<file path="src/rtl/db_pkg.sv">
// Shared constants, pointer-width helper and status type for the data-buffer FIFO.
package db_pkg;

    localparam int DB_DATA_W = 8;
    localparam int DB_DEPTH  = 64;

    function automatic int db_ptr_w(input int depth);
        return $clog2(depth);
    endfunction

    typedef struct packed {
        logic full;
        logic empty;
        logic overflow;
        logic underflow;
    } db_status_t;

endpackage

</file>
<file path="src/rtl/db_ram.sv">
// DEPTH x DATA_W buffer storage: one synchronous write port, one registered read port.
// Only the read register is reset; the array itself carries no reset.
module db_ram #(
    parameter int DATA_W = 8,
    parameter int DEPTH  = 64,
    parameter int AW     = 6
) (
    input  logic              clk,
    input  logic              n_rst,
    input  logic              we,
    input  logic [AW-1:0]     waddr,
    input  logic [DATA_W-1:0] wdata,
    input  logic              re,
    input  logic [AW-1:0]     raddr,
    output logic [DATA_W-1:0] rdata
);

    logic [DATA_W-1:0] mem_q [DEPTH];
    logic [DATA_W-1:0] rdata_q;

    always_ff @(posedge clk) begin
        if (we) begin
            mem_q[waddr] <= wdata;
        end
    end

    always_ff @(posedge clk) begin
        if (!n_rst) begin
            rdata_q <= '0;
        end else if (re) begin
            rdata_q <= mem_q[raddr];
        end
    end

    assign rdata = rdata_q;

endmodule

</file>
<file path="src/rtl/db_fifo_param.sv">
// Parametrised data-buffer FIFO with internal pointers, sticky error flags and registered read.
// Define DB_PKT_ROLLBACK_EN to enable packet commit/abort of written entries.
module db_fifo_param
    import db_pkg::*;
#(
    parameter int DATA_W = DB_DATA_W,
    parameter int DEPTH  = DB_DEPTH,
    parameter int PTR_W  = db_ptr_w(DEPTH)
) (
    input  logic              clk,
    input  logic              n_rst,
    input  logic              clear,
    input  logic              flush,
    input  logic              write_en,
    input  logic [DATA_W-1:0] write_data,
    input  logic              read_en,
    output logic [DATA_W-1:0] read_data,
    output logic              read_valid,
    output logic [PTR_W:0]    buff_occ,
    output logic              full,
    output logic              empty,
    output logic              overflow,
    output logic              underflow,
    input  logic              pkt_commit,
    input  logic              pkt_abort
);

    localparam logic [PTR_W:0] PTR_ONE = {{PTR_W{1'b0}}, 1'b1};

    logic [PTR_W:0] wptr_q, wptr_d;
    logic [PTR_W:0] rptr_q, rptr_d;
    logic [PTR_W:0] cptr;
    logic           overflow_q, overflow_d;
    logic           underflow_q, underflow_d;
    logic           read_valid_q;
    logic           clr_any;
    logic           abort_eff;
    logic           wr_acc;
    logic           rd_acc;
    db_status_t     status;

`ifdef DB_PKT_ROLLBACK_EN
    logic [PTR_W:0] cptr_q, cptr_d;

    assign abort_eff = pkt_abort;
    assign cptr      = cptr_q;

    // Commit captures the post-write pointer so a same-cycle write becomes part of the packet.
    always_comb begin
        cptr_d = cptr_q;
        if (clr_any) begin
            cptr_d = '0;
        end else if (pkt_commit && !pkt_abort) begin
            cptr_d = wptr_d;
        end
    end

    always_ff @(posedge clk) begin
        if (!n_rst) begin
            cptr_q <= '0;
        end else begin
            cptr_q <= cptr_d;
        end
    end
`else
    logic unused_pkt;

    assign unused_pkt = pkt_commit | pkt_abort;
    assign abort_eff  = 1'b0;
    assign cptr       = wptr_q;
`endif

    assign status.full      = (wptr_q[PTR_W] != rptr_q[PTR_W]) &&
                              (wptr_q[PTR_W-1:0] == rptr_q[PTR_W-1:0]);
    assign status.empty     = (cptr == rptr_q);
    assign status.overflow  = overflow_q;
    assign status.underflow = underflow_q;

    assign clr_any = clear | flush;
    assign wr_acc  = write_en && !status.full && !clr_any && !abort_eff;
    assign rd_acc  = read_en && !status.empty && !clr_any;

    always_comb begin
        wptr_d      = wptr_q;
        rptr_d      = rptr_q;
        overflow_d  = overflow_q;
        underflow_d = underflow_q;
        if (clr_any) begin
            wptr_d = '0;
            rptr_d = '0;
            if (clear) begin
                overflow_d  = 1'b0;
                underflow_d = 1'b0;
            end
        end else begin
            if (abort_eff) begin
                wptr_d = cptr;
            end else if (wr_acc) begin
                wptr_d = wptr_q + PTR_ONE;
            end else if (write_en) begin
                overflow_d = 1'b1;
            end
            if (rd_acc) begin
                rptr_d = rptr_q + PTR_ONE;
            end else if (read_en) begin
                underflow_d = 1'b1;
            end
        end
    end

    always_ff @(posedge clk) begin
        if (!n_rst) begin
            wptr_q       <= '0;
            rptr_q       <= '0;
            overflow_q   <= 1'b0;
            underflow_q  <= 1'b0;
            read_valid_q <= 1'b0;
        end else begin
            wptr_q       <= wptr_d;
            rptr_q       <= rptr_d;
            overflow_q   <= overflow_d;
            underflow_q  <= underflow_d;
            read_valid_q <= rd_acc;
        end
    end

    db_ram #(
        .DATA_W (DATA_W),
        .DEPTH  (DEPTH),
        .AW     (PTR_W)
    ) u_ram (
        .clk    (clk),
        .n_rst  (n_rst),
        .we     (wr_acc),
        .waddr  (wptr_q[PTR_W-1:0]),
        .wdata  (write_data),
        .re     (rd_acc),
        .raddr  (rptr_q[PTR_W-1:0]),
        .rdata  (read_data)
    );

    assign read_valid = read_valid_q;
    assign buff_occ   = wptr_q - rptr_q;
    assign full       = status.full;
    assign empty      = status.empty;
    assign overflow   = status.overflow;
    assign underflow  = status.underflow;

endmodule

</file>
<file path="config.mk">
export PLATFORM = sky130hd
export DESIGN_NAME = db_fifo_param
export DESIGN_NICKNAME = d
export VERILOG_FILES = /design/src/rtl/db_pkg.sv /design/src/rtl/db_ram.sv /design/src/rtl/db_fifo_param.sv
export SDC_FILE = /design/constraint.sdc
export NUM_CORES = 1
export LEC_CHECK = 0
export CAP_MARGIN = 20
export CORE_UTILIZATION = 45
export CTS_BUF_LIST = sky130_fd_sc_hd__clkbuf_4 sky130_fd_sc_hd__clkbuf_8
export DETAILED_ROUTE_END_ITERATION = 10
export GPL_ROUTABILITY_DRIVEN = 1
export GPL_TIMING_DRIVEN = 0
export MAX_ROUTING_LAYER = met4
export PLACE_DENSITY_LB_ADDON = 0.2
export SKIP_LAST_GASP = 1
export SLEW_MARGIN = 5
export SYNTH_ARGS = -nofsm -noshare
export SYNTH_HDL_FRONTEND = slang
export SYNTH_SLANG_ARGS = --single-unit
</file>
<file path="constraint.sdc">
create_clock -name clk -period 8.5 [get_ports clk]
set_clock_uncertainty 0.15 [all_clocks]
set_input_delay 1.7 -clock clk [delete_from_list [all_inputs] [get_ports clk]]
set_output_delay 1.7 -clock clk [all_outputs]
set_load 0.05 [all_outputs]
</file>
Word-level counts from Yosys, hierarchy flattened --
Memory sizes are Yosys's and may differ from the RTL's. A register that Yosys moved wholly into a read port is not among the register bits. Cells that the tools add are included.
Storage, ports and cells: bits in registers 17, latch bits 0, memory bits (writable) 512, bits in read-only memories 0, input port bits 16, output and inout port bits 20, word-level logic and storage cells 40, memories 1
Memories:
- u_ram.mem_q | words 64, width 8, rd ports 1, clocked after memory_dff 1, wr ports 1, RTL line db_ram.sv:18 | logic [DATA_W-1:0] mem_q [DEPTH];
Cells by class: $add $sub $neg 3, multipliers 0, divide/modulo/power cells 0, order comparisons 0, equal/unequal tests 6, shift operators 0, multiplexer cells 9, bitwise logic cells 2, reduce and logical (&&, ||, !) cells 14
Operators by type and width (count):
- adder 7 x 1 -> 7 bit (second input constant) | 2
- two-way mux 1 bit | 9
- equality test 7 bit | 1
- subtractor 7 bit | 1
- equality test 6 bit | 1
- inequality test 2 bit (second input constant) | 3
- AND reduction 3 bit | 2
- logical AND 1 bit | 5
- logical NOT 1 bit | 4
- nonzero test 2 bit | 2
- OR reduction 2 bit | 1
- inequality test 1 bit | 1
- inverter 1 bit | 1
- OR 1 bit | 1

Depth between registers and ports, before layout --
Gate-level depths: netlist of run 1.
word-level depth 7, gate-level depth with buffers 11, mapped depth without buffers 9

Modules after synthesis --
A second synthesis of run 1 with hierarchy kept.
Unflattened totals: cells, all modules 1183, area total of the unflattened synthesis 21478.1 um^2
By module, submodules not included:
- db_ram | instances 1, cells each 1044, area an instance 20338.3 um^2, sequential area each 15534.9 um^2
- db_fifo_param | instances 1, cells each 139, area an instance 1139.8 um^2, sequential area each 340.3 um^2

Least setup slack after synthesis of run 1 --
Ideal clock, no wire load.
kind register -> output, start point register rptr_q[2], end point output buff_occ[6], data arrival time 2582 ps, slack 4068 ps, stages on the path, launching flop included 12, buffers on the path 3, path through dfxtp_1 > buf_2 > buf_2 > inv_1 > buf_2 > ha_1 > nor2b_1 > o21ai_0 > nand2b_1 > a21o_1 > a21oi_1 > xnor2_1
Between the ends: longest elaborated chain between the ends 1
RTL lines:
- start: declaration | RTL line db_fifo_param.sv:31 | logic [PTR_W:0] rptr_q, rptr_d;
- start signal: assignment | RTL line db_fifo_param.sv:120 | rptr_q <= rptr_d;
- subtractor 7 bit | RTL line db_fifo_param.sv:143 | assign buff_occ = wptr_q - rptr_q;
- end: declaration | RTL line db_fifo_param.sv:19 | output logic [PTR_W:0] buff_occ,
Every way passes these cells.

Worst setup path after layout of run 1 --
Ends and elaborated chain as after synthesis.

==> results of run 1 <==
==> cells by family after synthesis <==
kind of cell             Yosys count  synth area share [%]
buffers and inverters             66                 1.726
AO/OA/AOI/OAI                    114                 3.670
XOR/XNOR                          17                0.7011
AND/OR/NAND/NOR                  210                 4.259
flip-flops                       537                 74.75
adder cells (fa/ha/maj)            9                0.5656
multiplexers                     179                 14.33
==> stage by stage <==
stage / util (%) / worst slack [ns] / hold slack, ns / power, W / cell area, um2
floorplan: - / 4.068 / 0.3447 / 0.002973 / 21240
global placement: 47.96 / 2.947 / 0.3215 / 0.003035 / 22330
detailed placement: 48.23 / 2.973 / 0.3294 / 0.003039 / 22460
CTS: 51.69 / 2.221 / 0.3425 / 0.005122 / 24070
global route: 51.70 / 1.976 / 0.3670 / 0.005227 / 24070
finish: 51.70 / 2.210 / 0.3405 / 0.005083 / 24070
==> area by class of cell <==
cell class | count | area share [%]
sequential | 537 | 65.96
clock buffer | 121 | 6.062
buffer | 54 | 1.336
antenna | 1 | 0.01040
clock inverter | 33 | 0.6290
timing repair buffer | 41 | 1.903
inverter | 12 | 0.1871
multi-input combinational | 529 | 20.76
tap | 607 | 3.156
==> metal layers <==
metal / wire (um) / vias up
li1: - / 4849
met3: 5097 / 103
met4: 1581 / 0
met5: 0 / -
met2: 26210 / 558
met1: 23100 / 5966
==> state kept, by name, indices dropped and copies added (netlist names) <==
register / flops
u_ram.mem_q: 512
u_ram.rdata: 8
cptr: 7
rptr_q: 7
overflow: 1
read_valid: 1
underflow: 1
==> path summary, 6_finish.rpt <==
kind,to,slack [ns]
hold reg to reg,u_ram.rdata[4],0.34
setup reg to reg,u_ram.mem_q[31][5],3.90
setup / recovery,buff_occ[6],2.21
hold / removal,u_ram.rdata[4],0.34
==> power by group through the flow <==
stage	Clock (W)	Combinational, W	Sequential (W)
global route	0.00224	0.0000910	0.00290
floorplan	0	0.0000171	0.00296
global placement	0	0.0000751	0.00296
detailed placement	0	0.0000859	0.00295
finish	0.00210	0.0000857	0.00290
CTS	0.00214	0.0000863	0.00290
==> critical path: stages (launching register included) <==
cell,delay (ns)
sky130_fd_sc_hd__dfxtp_1,0.34
sky130_fd_sc_hd__buf_2,0.34
sky130_fd_sc_hd__buf_2,0.48
sky130_fd_sc_hd__inv_1,0.10
sky130_fd_sc_hd__buf_2,0.28
sky130_fd_sc_hd__ha_1,0.40
sky130_fd_sc_hd__nor2b_1,0.15
sky130_fd_sc_hd__o21ai_0,0.15
sky130_fd_sc_hd__nand2b_1,0.11
sky130_fd_sc_hd__a21o_1,0.18
sky130_fd_sc_hd__a21oi_1,0.26
sky130_fd_sc_hd__xnor2_1,0.15
sky130_fd_sc_hd__clkdlybuf4s50_1,0.82
==> layout by cell type (no fill, tap or decap), drive strengths merged, types with 2 or more instances in the layout <==
cell	n
edfxtp	512
clkbuf	132
nor2	106
mux4	95
mux2i	76
buf	59
nand2	39
nand3	35
a21oi	33
clkinv	30
dfxtp	25
clkdlybuf4s50	25
a22oi	23
xnor2	11
inv	11
o211ai	9
a31oi	9
mux2	8
ha	8
o21ai	7
a221oi	7
nor2b	6
xor2	6
o22ai	6
nor3	5
nand4	4
and2	4
o221ai	4
o211a	4
clkinvlp	4
a2111oi	4
nand2b	3
a21o	2
or2	2
o311a	2
or3	2
nor3b	2
==> results by stage, run 1 <==
STA:
- The final count of negative-setup-slack endpoints is 0.
- The timing-limited maximum frequency is approximately 160 MHz.
- At the pin with the least slew margin, the transition time is between 0.9 and 1 ns.
- The setup TNS is 0 ns.
- Setup repair after global routing left no endpoint under its margin.
- The final clock period utilization by the worst path is between 70% and 80%.
- The hold violation count in the final report came to 0.
- The clock period minus worst slack is ~6.3 ns.
- The worst relative slew slack is between 30% and 40%.
- The number of pins with negative max-slew slack in the final report came to 0.

Min path:
- The startpoint of the most critical hold path is u_ram.rdata[4].
- The class of the worst hold path is flip-flop to flip-flop.
- Counting instances, the worst hold path has a depth of 2.

Die:
- The number of standard-cell rows in the floorplan is 79.
- The core footprint is 46560 um2.
- From bottom edge to top edge, the die measures 219.2 um.
- The floorplan die width is about 220 um.
- The initial utilization of the core area, before any placement, comes to between 40% and 50%.
- The count of pins on the block boundary is 36.
- The die footprint is between 40000 and 50000 um2.

Finish:
- The final net count is around 1300.
- In the final layout, flip-flops and latches occupy 15880 um2.
- Compared with the post-synthesis result, the final layout area differs by 13.33%.
- After filler insertion, the fill cell instance count of the layout stands at 3769.
- In the final layout, the multi-input gates occupy between 4000 and 5000 um2.
- The final cell count without fillers is approximately 1900.
- The share of final-layout standard cells stronger than drive strength 1 is 20.95%.

Detailed routing:
- The average via count per standard cell is 5.931.
- Across all layers, the routed design uses roughly 11000 vias.
- The detail route stage leaves a number of antenna-violating nets equal to 0.
- The length of the first detailed-routing pass in iterations is 6.
- The total wire length after detailed routing is between 50000 and 60000 um.
- After detailed routing, the number of remaining DRC violations is 0.
- Dividing the detail-routed wire length by the instance count gives slightly below 30 um.
- The initial detailed-routing violation count is 1272.

Clock network:
- The number of buffers inserted for hold repair after clock tree synthesis is 0.
- The buffer levels on the longest clock path is 3.
- The CTS tree is done.
- CTS built an H-tree with a depth of 3.
- The TritonCTS buffer count is 87.
- At the later pin of the worst-skew pair, clock insertion delay measures approximately 0.66 ns.
- The root cell of the clock tree is sky130_fd_sc_hd__clkbuf_8.
- The number of gates resized after CTS is 0.
- Clock-pin slew was measured on the worst setup and hold paths at around 0.070 ns.
- The number of sinks driven by the clock tree is 537.
- Buffers added to address setup during post-CTS repair amount to 0.

Logic synthesis:
- The average cell area after synthesis is approximately 19 um2.
- The number of nets handed over by synthesis was ~1200.
- The area fraction of the dominant cell type after synthesis is around 72%.
- The most used standard cell by instance count after synthesis is sky130_fd_sc_hd__edfxtp_1.
- Counting flops with a built-in enable in the synthesized netlist gives ~510.
- The number of register bits inferred by synthesis is ~540.
- The sequential share of the synthesized area is between 70% and 80%.
- Summing every instance area after synthesis gives ~21000 um2.
- The netlist uses 48 different library cells.
- By area the synthesized netlist is led by sky130_fd_sc_hd__edfxtp_1 (72%), sky130_fd_sc_hd__mux4_2 (8.6%), sky130_fd_sc_hd__mux2i_1 (3.6%).
- The cell type contributing the most total cell area after synthesis is sky130_fd_sc_hd__edfxtp_1.
- The number of warnings printed during yosys synthesis is 0.
- The most used flip-flop cell after synthesis is sky130_fd_sc_hd__edfxtp_1.
- In the synthesized netlist the async set-or-reset flop fraction comes to 0%.
- Synthesis produced a netlist whose cell count is ~1100.
- By count the netlist is led by sky130_fd_sc_hd__edfxtp_1 (512), sky130_fd_sc_hd__nor2_1 (106), sky130_fd_sc_hd__mux4_2 (81).

Placed design:
- Input and output buffers added on the ports amount to 33.
- The post-DP HPWL is between 30000 and 40000 um.
- After detailed placement, the design holds a cell count of around 1800.
- The congestion estimate from routability-driven global placement came to 0.9708.

Global routing:
- Global routing consumed, on the met1 layer, 32.29% of the routing resources.
- The met3 track demand over resource in global routing is about 6.3%.
- The global-route total usage across every layer is 24.64%.
- The first-pass GRT wire length is 79800 um.
- The maximum number of pins on one net before global-route repair is 50.
- The number of antenna violations at the first check in global routing is 1.
- The total overflow reported by the global router is 0.
- The global-route layer with the greatest usage is met2.
- The global routing usage on met2 is a little under two fifths.
- The number of global-route vias before repair came to about 11000.

Worst setup path:
- The category of the most critical setup path is flip-flop to output port.
- The sort of element at the end of the critical path is an output port.
- The logic depth of the worst register-to-register path is 9.
- The launch instance of the worst register-to-register path is rptr_q[2].
- Along the worst path, the maximum fanout reaches 10.
- The worst setup path is launched from a flip-flop.
- At the worst endpoint, the arrival time is between 4 and 5 ns.
- The startpoint of the worst setup timing path is rptr_q[2].
- STA puts the critical path data required time at 6.65 ns.

Power and ir drop:
- The switching power share of the total is between 20% and 30%.
- The clock network is responsible for between 40 and 50% of the overall power.
- The power density over cell area is 211.2 nW/um2.
- In this run the static leakage power is 7.467 nW.
- The internal power is ~0.004 W.
- The switching power summed over all nets is roughly 0.0011 W.
- The part of the total power dissipated in combinational logic is 1.7%.
- In this run, flip-flops and latches consume about 57% of the power.
- VDD sags by at most ~110 uV.

Job:
- Max-cap violations in this run came to 0.

Outcome:
- The flow ran to the end, and the final reports show no timing, DRC or antenna violations.
Power figures use the tool's default switching activity.
==> run 2, diff against run 1 <==
clock period = 5.3 ns   (was 8.5 ns; I/O delays follow)
==> run 2 against run 1 <==
Global-route usage stayed put. Critical path depth stayed put. Core utilization hardly changed. Final cell count stayed put. Worst setup slack worse by 1.9 ns. Via count is 0.27% higher. Largest power group unchanged. Highest routed layer unchanged.
==> results by stage, run 2 (synthesis gave the netlist of run 1 again) <==
STA:
- The routed design could run at a clock period as short as between 5 and 6 ns.
- For the pin with the worst max-slew slack, the measured transition is around 0.93 ns.
- The number of pins with negative max-slew slack in the final report is 0.
- The final critical path takes up between 90% and 100% of the cycle.
- Setup violations remaining at the end of the flow were counted as 0.
- The timing-limited maximum frequency is 199.3 MHz.
- The worst relative slew slack is 37.59%.
- Setup repair after global routing left no endpoint under its margin.
- The minimum setup slack in the final design is roughly 0.28 ns.
- The hold violation count in the final report was 0.

Worst setup path:
- STA classifies the critical path startpoint as a flip-flop.
- The worst endpoint required time is about 4.1 ns.
- STA classifies the critical path endpoint as an output port.
- The category of the most critical setup path is flip-flop to output port.
- For the worst setup path, the data arrival time is between 3 and 4 ns.
- Along the worst path, the maximum fanout reaches 10.

Detailed routing:
- Across all layers, the routed design uses 11510 vias.
- The per-cell routed wire length is slightly below 30 um.
- After the first detailed-routing iteration, the DRC count stood at ~1300.
- Before antenna repair, the detailed router went through 5 iterations.
- Using the TritonRoute via totals, the vias-per-cell ratio works out to roughly 5.9.
- Wires add up to between 50000 and 60000 um.
- The detail route stage leaves a number of antenna-violating nets equal to 0.
- The number of remaining DRC errors is 0.

Placed design:
- Port buffering added 33 buffers.
- The post-DP HPWL is roughly 37000 um.
- The pre-CTS setup slack is 0.4125 ns.
- Routability-driven placement finished with a final weighted congestion of around 0.97.

Clock network:
- The CTS tree is done.
- The buffer levels on the longest clock path is 3.
- The H-tree was split into 3 levels.
- CTS placed an instance of sky130_fd_sc_hd__clkbuf_8 at the clock tree root.
- The clock net in this run drives a total of between 500 and 600 sinks.
- The number of clock buffers added by TritonCTS is 87.
- For the worst-skew pair, the clock arrives at the later sink with an insertion delay of 0.66 ns.
- After clock tree synthesis, the clock-pin slew on the worst setup and hold paths is 0.06 ns.

Power and ir drop:
- VDD sags by at most 180.7 uV.
- For this design the static power due to leakage is ~7.5 nW.
- The power density over cell area is around 340 nW/um2.

Die:
- The die covers between 40000 and 50000 um2.
- The count of pins on the block boundary is 36.
- The core footprint is around 47000 um2.
- Measured along the y axis, the die boundary spans between 200 and 250 um.
- The initial core utilization is a little under half.
- The floorplan has 79 rows.
- The die is 219.2 um wide.

Min path:
- The path class of the tightest hold or removal check is flip-flop to flip-flop.

Finish:
- Cells with a size suffix above 1 make up between 20% and 30% of the layout.
- In the layout the commonest cells are sky130_fd_sc_hd__edfxtp_1 (512), sky130_fd_sc_hd__nor2_1 (106), sky130_fd_sc_hd__clkbuf_8 (88), sky130_fd_sc_hd__mux4_2 (81), sky130_fd_sc_hd__mux2i_1 (76).
- The register with the most flip-flops in the layout has 512 of them.
- Counting flops per register, the top entry is u_ram.mem_q.
- The library cell used most frequently in the layout, excluding fill and tap cells, is sky130_fd_sc_hd__edfxtp_1.
- At the end of the flow, the number of nets in the layout was ~1300.
- At the end of the flow the core is filled with cells to just over 50%.
- The signed area change from the synthesized netlist to the final layout is 13.27%.

Outcome:
- The flow ran to the end, and the final reports show no timing, DRC or antenna violations.

Global routing:
- The number of antenna violations at the first check in global routing came to 1.
- The number of global-route vias before repair is between 10000 and 15000.
- Global routing used between 20% and 30% of the available tracks.
- Entering global routing, the biggest net connects 50 pins.
- The first global-routing pass estimated ~80000 um of wire.
- Global routing finished with a remaining overflow of 0.

Job:
- The max-cap violation count is 0.
-- run 2: path summary, 6_finish.rpt --
| kind | cells past startpoint | slack (ns) | start | endpoint |
|---|---|---|---|---|
| max reg2reg | 10 | 0.81 | rptr_q[2] | u_ram.mem_q[29][7] |
| min reg2reg | 2 | 0.34 | u_ram.rdata[4] | u_ram.rdata[4] |
| min | 2 | 0.34 | u_ram.rdata[4] | u_ram.rdata[4] |
| max | 12 | 0.28 | rptr_q[2] | buff_occ[6] |
-- run 2: cell type report --
type                       count  area, um2
fill                        3772      22500
tap                          607      759.5
clock buffer                 121       1459
clock inverter                33      151.4
buffer                        54      324.1
timing repair buffer          41      442.9
antenna                        1      2.502
inverter                      12      45.04
sequential                   537      15880
multi-input combinational    529       4996
-- run 2: power by group --
group / internal [W] / switching, W
Clock: 0.00177 / 0.00160
Combinational: 0.0000337 / 0.000104
Sequential: 0.00465 / 0.00000140
-- run 2: metal layers --
layer	GRT usage, %	share of wire [%]
met5	-	0
met3	6.279	9.1
met4	8.750	2.8
met1	32.29	41
met2	37.37	47
-- run 2: worst max-delay path, stage by stage, from the launching register on --
cell and delay, ns:
sky130_fd_sc_hd__dfxtp_1 0.33, sky130_fd_sc_hd__buf_2 0.34, sky130_fd_sc_hd__clkbuf_4 0.40, sky130_fd_sc_hd__inv_1 0.09, sky130_fd_sc_hd__buf_2 0.27, sky130_fd_sc_hd__ha_1 0.41, sky130_fd_sc_hd__nor2b_1 0.15, sky130_fd_sc_hd__o21ai_0 0.15
sky130_fd_sc_hd__nand2b_1 0.11, sky130_fd_sc_hd__a21o_1 0.18, sky130_fd_sc_hd__a21oi_1 0.25, sky130_fd_sc_hd__xnor2_1 0.15, sky130_fd_sc_hd__clkbuf_2 0.30
-- run 2: through the flow --
| stage | total power (W) | cell area [um2] | setup TNS, ns | hold WS, ns | instances |
|---|---|---|---|---|---|
| floorplan | 0.004768 | 21240 | 0 | 0.3447 | 1132 |
| global placement | 0.004868 | 22330 | 0 | 0.3215 | 1772 |
| detailed placement | 0.004873 | 22460 | 0 | 0.3294 | 1780 |
| CTS | 0.008214 | 24060 | -0.05744 | 0.3425 | 1934 |
| global route | 0.008382 | 24060 | 0 | 0.3670 | 1935 |
| finish | 0.008154 | 24060 | 0 | 0.3412 | 1935 |
-- run 2: repair_timing --
action                                  4_1_cts  5_1_grt
hold buffers                                  0        0
resized for setup                             6        5
cloned                                        0        0
buffers inserted                              0        0
endpoints found under the setup margin        6        3
==> run 3, diff against run 2 <==
CORE_UTILIZATION = 54   (was 45)
==> run 3 against run 2 <==
Sequential cell count stayed put. Hold slack improved by 0.0076 ns. Critical endpoint is now full. Clock power fell by 1%. Worst setup slack worse by 0.17 ns. Maximum frequency decreased by 3.2%. First-iteration DRC count grew 6.1%. Largest cell class unchanged. Clock-buffer cell count rose by 3. Register-to-register slack gained 0.02 ns. Die area fell by 17%. Global-route usage grew 3.5 points. Highest routed layer unchanged. Core utilization up 10 points. Largest power group unchanged. Sequential share of layout area is 0.34 points higher.
==> results by stage, run 3 (synthesis gave the netlist of run 1 again) <==
Worst setup path:
- Of all nets on the critical path, the largest fanout is 10.
- The sort of element at the end of the critical path is an output port.
- The worst setup path is of the flip-flop to output port kind.
- The data arrival time of the critical path is ~4.0 ns.
- The worst endpoint required time is around 4.1 ns.
- The type of element launching the critical path is a flip-flop.

STA:
- For the pin with the worst max-slew slack, the measured transition is slightly below 1 ns.
- The timing-limited maximum frequency is around 190 MHz.
- Setup violations remaining at the end of the flow were counted as 0.
- The minimum setup slack in the final design is about 0.11 ns.
- The clock period minus worst slack is 5.185 ns.
- The hold violation count in the final report is 0.
- The setup TNS is 0 ns.
- The worst relative slew slack is ~34%.
- The final clock period utilization by the worst path is 97.84%.
- Setup repair after global routing left no endpoint under its margin.
- The number of pins with negative max-slew slack in the final report is 0.

Power and ir drop:
- The largest voltage drop on the vdd net is ~160 uV.
- The internal portion of the total power is between 0.006 and 0.007 W.
- The sequential share of power is a little under three fifths.
- The analysis attributes to cell leakage a power of roughly 7.5 nW.
- The switching power share of the total is between 20% and 30%.
- The clock group share of total power is 41.0%.
- Per report_power, the combinational group accounts for 1.6% of the total.
- Dividing total power by cell area gives a power density of between 300 and 400 nW/um2.
- The switching power summed over all nets is between 0.0015 and 0.002 W.

Detailed routing:
- The remaining number of nets flagged by the antenna check after routing is 0.
- The first TritonRoute pass finished after 8 iterations.
- The number of remaining DRC errors is 0.
- After detailed routing, the average wire length per cell comes to slightly below 30 um.
- The first routing iteration left 1381 violations.
- Using the TritonRoute via totals, the vias-per-cell ratio works out to 6.317.
- The routed layout has between 10000 and 15000 vias.
- The total wire length after detailed routing is 53280 um.

Finish:
- The final cell count without fillers is 1838.
- Counting the fill cells in the layout gives 2803.
- The most frequent standard cell in the layout excluding fill and tap cells is sky130_fd_sc_hd__edfxtp_1.
- At the end of the flow the core is filled with cells to approximately three fifths.
- In the layout the commonest cells are sky130_fd_sc_hd__edfxtp_1 (512), sky130_fd_sc_hd__nor2_1 (106), sky130_fd_sc_hd__clkbuf_8 (87), sky130_fd_sc_hd__mux4_2 (81), sky130_fd_sc_hd__mux2i_1 (76).
- With fillers left out, the area of the finished cells amounts to 23930 um2.
- From synthesis to final layout, the design area changed by 12.68%.
- Of the cells placed in the final design, the portion with a size suffix greater than 1 is between 20% and 30%.
- The multi-input combinational cells in the finished layout cover a total of between 4000 and 5000 um2.
- The net count of the finished layout is 1285.
- In the final layout, flip-flops and latches occupy 15880 um2.
- Counting flops per register, the top entry is u_ram.mem_q.
- The number of antenna diodes in the final layout is 0.
- The register with the most flip-flops in the layout has between 500 and 600 of them.

Placed design:
- The cell area after placement is between 20000 and 25000 um2.
- The cell count after placement is about 1700.
- The quantity of I/O buffers inserted on ports is 33.
- The weighted congestion at the end of routability-driven global placement is 0.9800.
- Prior to clock tree synthesis, the placed netlist has a worst setup slack of ~0.33 ns.
- Once detailed placement completed, the half-perimeter wirelength came to around 35000 um.

Die:
- During I/O placement, the number of pins put on the boundary was 36.
- The floorplan step set the die height to ~200 um.
- The die footprint is about 40000 um2.
- For this configuration, the core starts out at a cell density of between 50 and 60%.
- The floorplan has slightly above 70 rows.
- The die is between 200 and 250 um wide.
- The floorplan step defined a core boundary enclosing between 30000 and 40000 um2.

Global routing:
- The first global-routing pass estimated 77780 um of wire.
- Entering global routing, the biggest net connects between 50 and 60 pins.
- The number of global-route vias before repair is ~11000.
- Across every metal layer, demand over resource in global routing totals 28.12%.
- The number of antenna violations at the first check in global routing was 0.
- The total overflow reported by the global router is 0.

Clock network:
- The H-tree level count is 3.
- CTS placed an instance of sky130_fd_sc_hd__clkbuf_8 at the clock tree root.
- The buffer levels on the longest clock path is 3.
- The CTS tree is done.
- In this run, post-CTS hold repair placed 0 buffers.
- The clock transition time at the flip-flop clock pins of the worst setup and hold paths is about 0.060 ns.
- The number of sinks driven by the clock tree is about 540.
- The TritonCTS buffer count is 84.
- The clock latency on the worst-skew pair is between 0.6 and 0.7 ns.

Outcome:
- The run finished with clean final reports.

Job:
- The tool flagged a number of max-cap violations equal to 0.

Min path:
- The min-delay analysis places its worst path in the category flip-flop to flip-flop.
## run 3: cell types whose count changed in the layout (fill, tap and decap cells not counted), moves of 2 or more
cell and change:
sky130_fd_sc_hd__clkbuf_4 +3, sky130_fd_sc_hd__dlymetal6s2s_1 +2, sky130_fd_sc_hd__clkinv_1 -10, sky130_fd_sc_hd__dlygate4sd2_1 -3
sky130_fd_sc_hd__clkinvlp_4 -2, sky130_fd_sc_hd__clkdlybuf4s50_1 +2
## run 3: worst max-delay path, cell delays in order, from the launching register on
cell	delay, ns
sky130_fd_sc_hd__dfxtp_1	0.32
sky130_fd_sc_hd__buf_2	0.36
sky130_fd_sc_hd__buf_4	0.34
sky130_fd_sc_hd__inv_1	0.08
sky130_fd_sc_hd__buf_2	0.26
sky130_fd_sc_hd__ha_1	0.41
sky130_fd_sc_hd__nand4_1	0.22
sky130_fd_sc_hd__or2_2	0.36
sky130_fd_sc_hd__nor2_1	0.13
sky130_fd_sc_hd__clkdlybuf4s50_1	0.82
## run 3: metal layers
metal  routed length (um)  part of all wire, %  track usage [%]
met1                22200                   42            39.95
met2                24510                   46            40.82
met3                 5115                  9.6            6.167
met4                 1449                  2.7            9.269
met5                    0                    0                -
## run 3: final cells by class
type / count / share of cell area, %
Sequential cell: 537 / 66.34
Inverter: 12 / 0.1882
Clock buffer: 124 / 6.164
Multi-Input combinational cell: 529 / 20.88
Tap cell: 518 / 2.708
Timing Repair Buffer: 42 / 1.924
Buffer: 54 / 1.354
Clock inverter: 22 / 0.4496
## run 3: what timing repair did
action / in CTS / in global routing
hold endpoints to repair: 0 / 0
resized for setup: 3 / 4
pin swaps: 0 / 0
endpoints found under the setup margin: 5 / 3
setup buffers: 0 / 0
## run 3: final timing paths
path | start | end | slack (ns) | cells past startpoint
worst max register to register | rptr_q[2] | u_ram.mem_q[23][4] | 0.83 | 9
worst max-delay path | rptr_q[2] | full | 0.11 | 9
worst min register to register | u_ram.rdata[4] | u_ram.rdata[4] | 0.35 | 2
worst min-delay path | u_ram.rdata[4] | u_ram.rdata[4] | 0.35 | 2
## run 3: power by group through the flow
stage          Combinational [W]  Sequential [W]  Clock [W]
6_report                0.000134         0.00465    0.00333
4_1_cts                 0.000134         0.00465    0.00337
5_1_grt                 0.000142         0.00464    0.00355
3_5_place_dp            0.000133         0.00474          0
3_3_place_gp            0.000117         0.00475          0
2_1_floorplan          0.0000275         0.00474          0
## run 3: metrics by stage
step           total power [W]  hold slack (ns)
2_1_floorplan         0.004768           0.3447
3_3_place_gp          0.004864           0.3260
3_5_place_dp          0.004869           0.3354
4_1_cts               0.008147           0.3514
5_1_grt               0.008333           0.3777
6_report              0.008110           0.3487
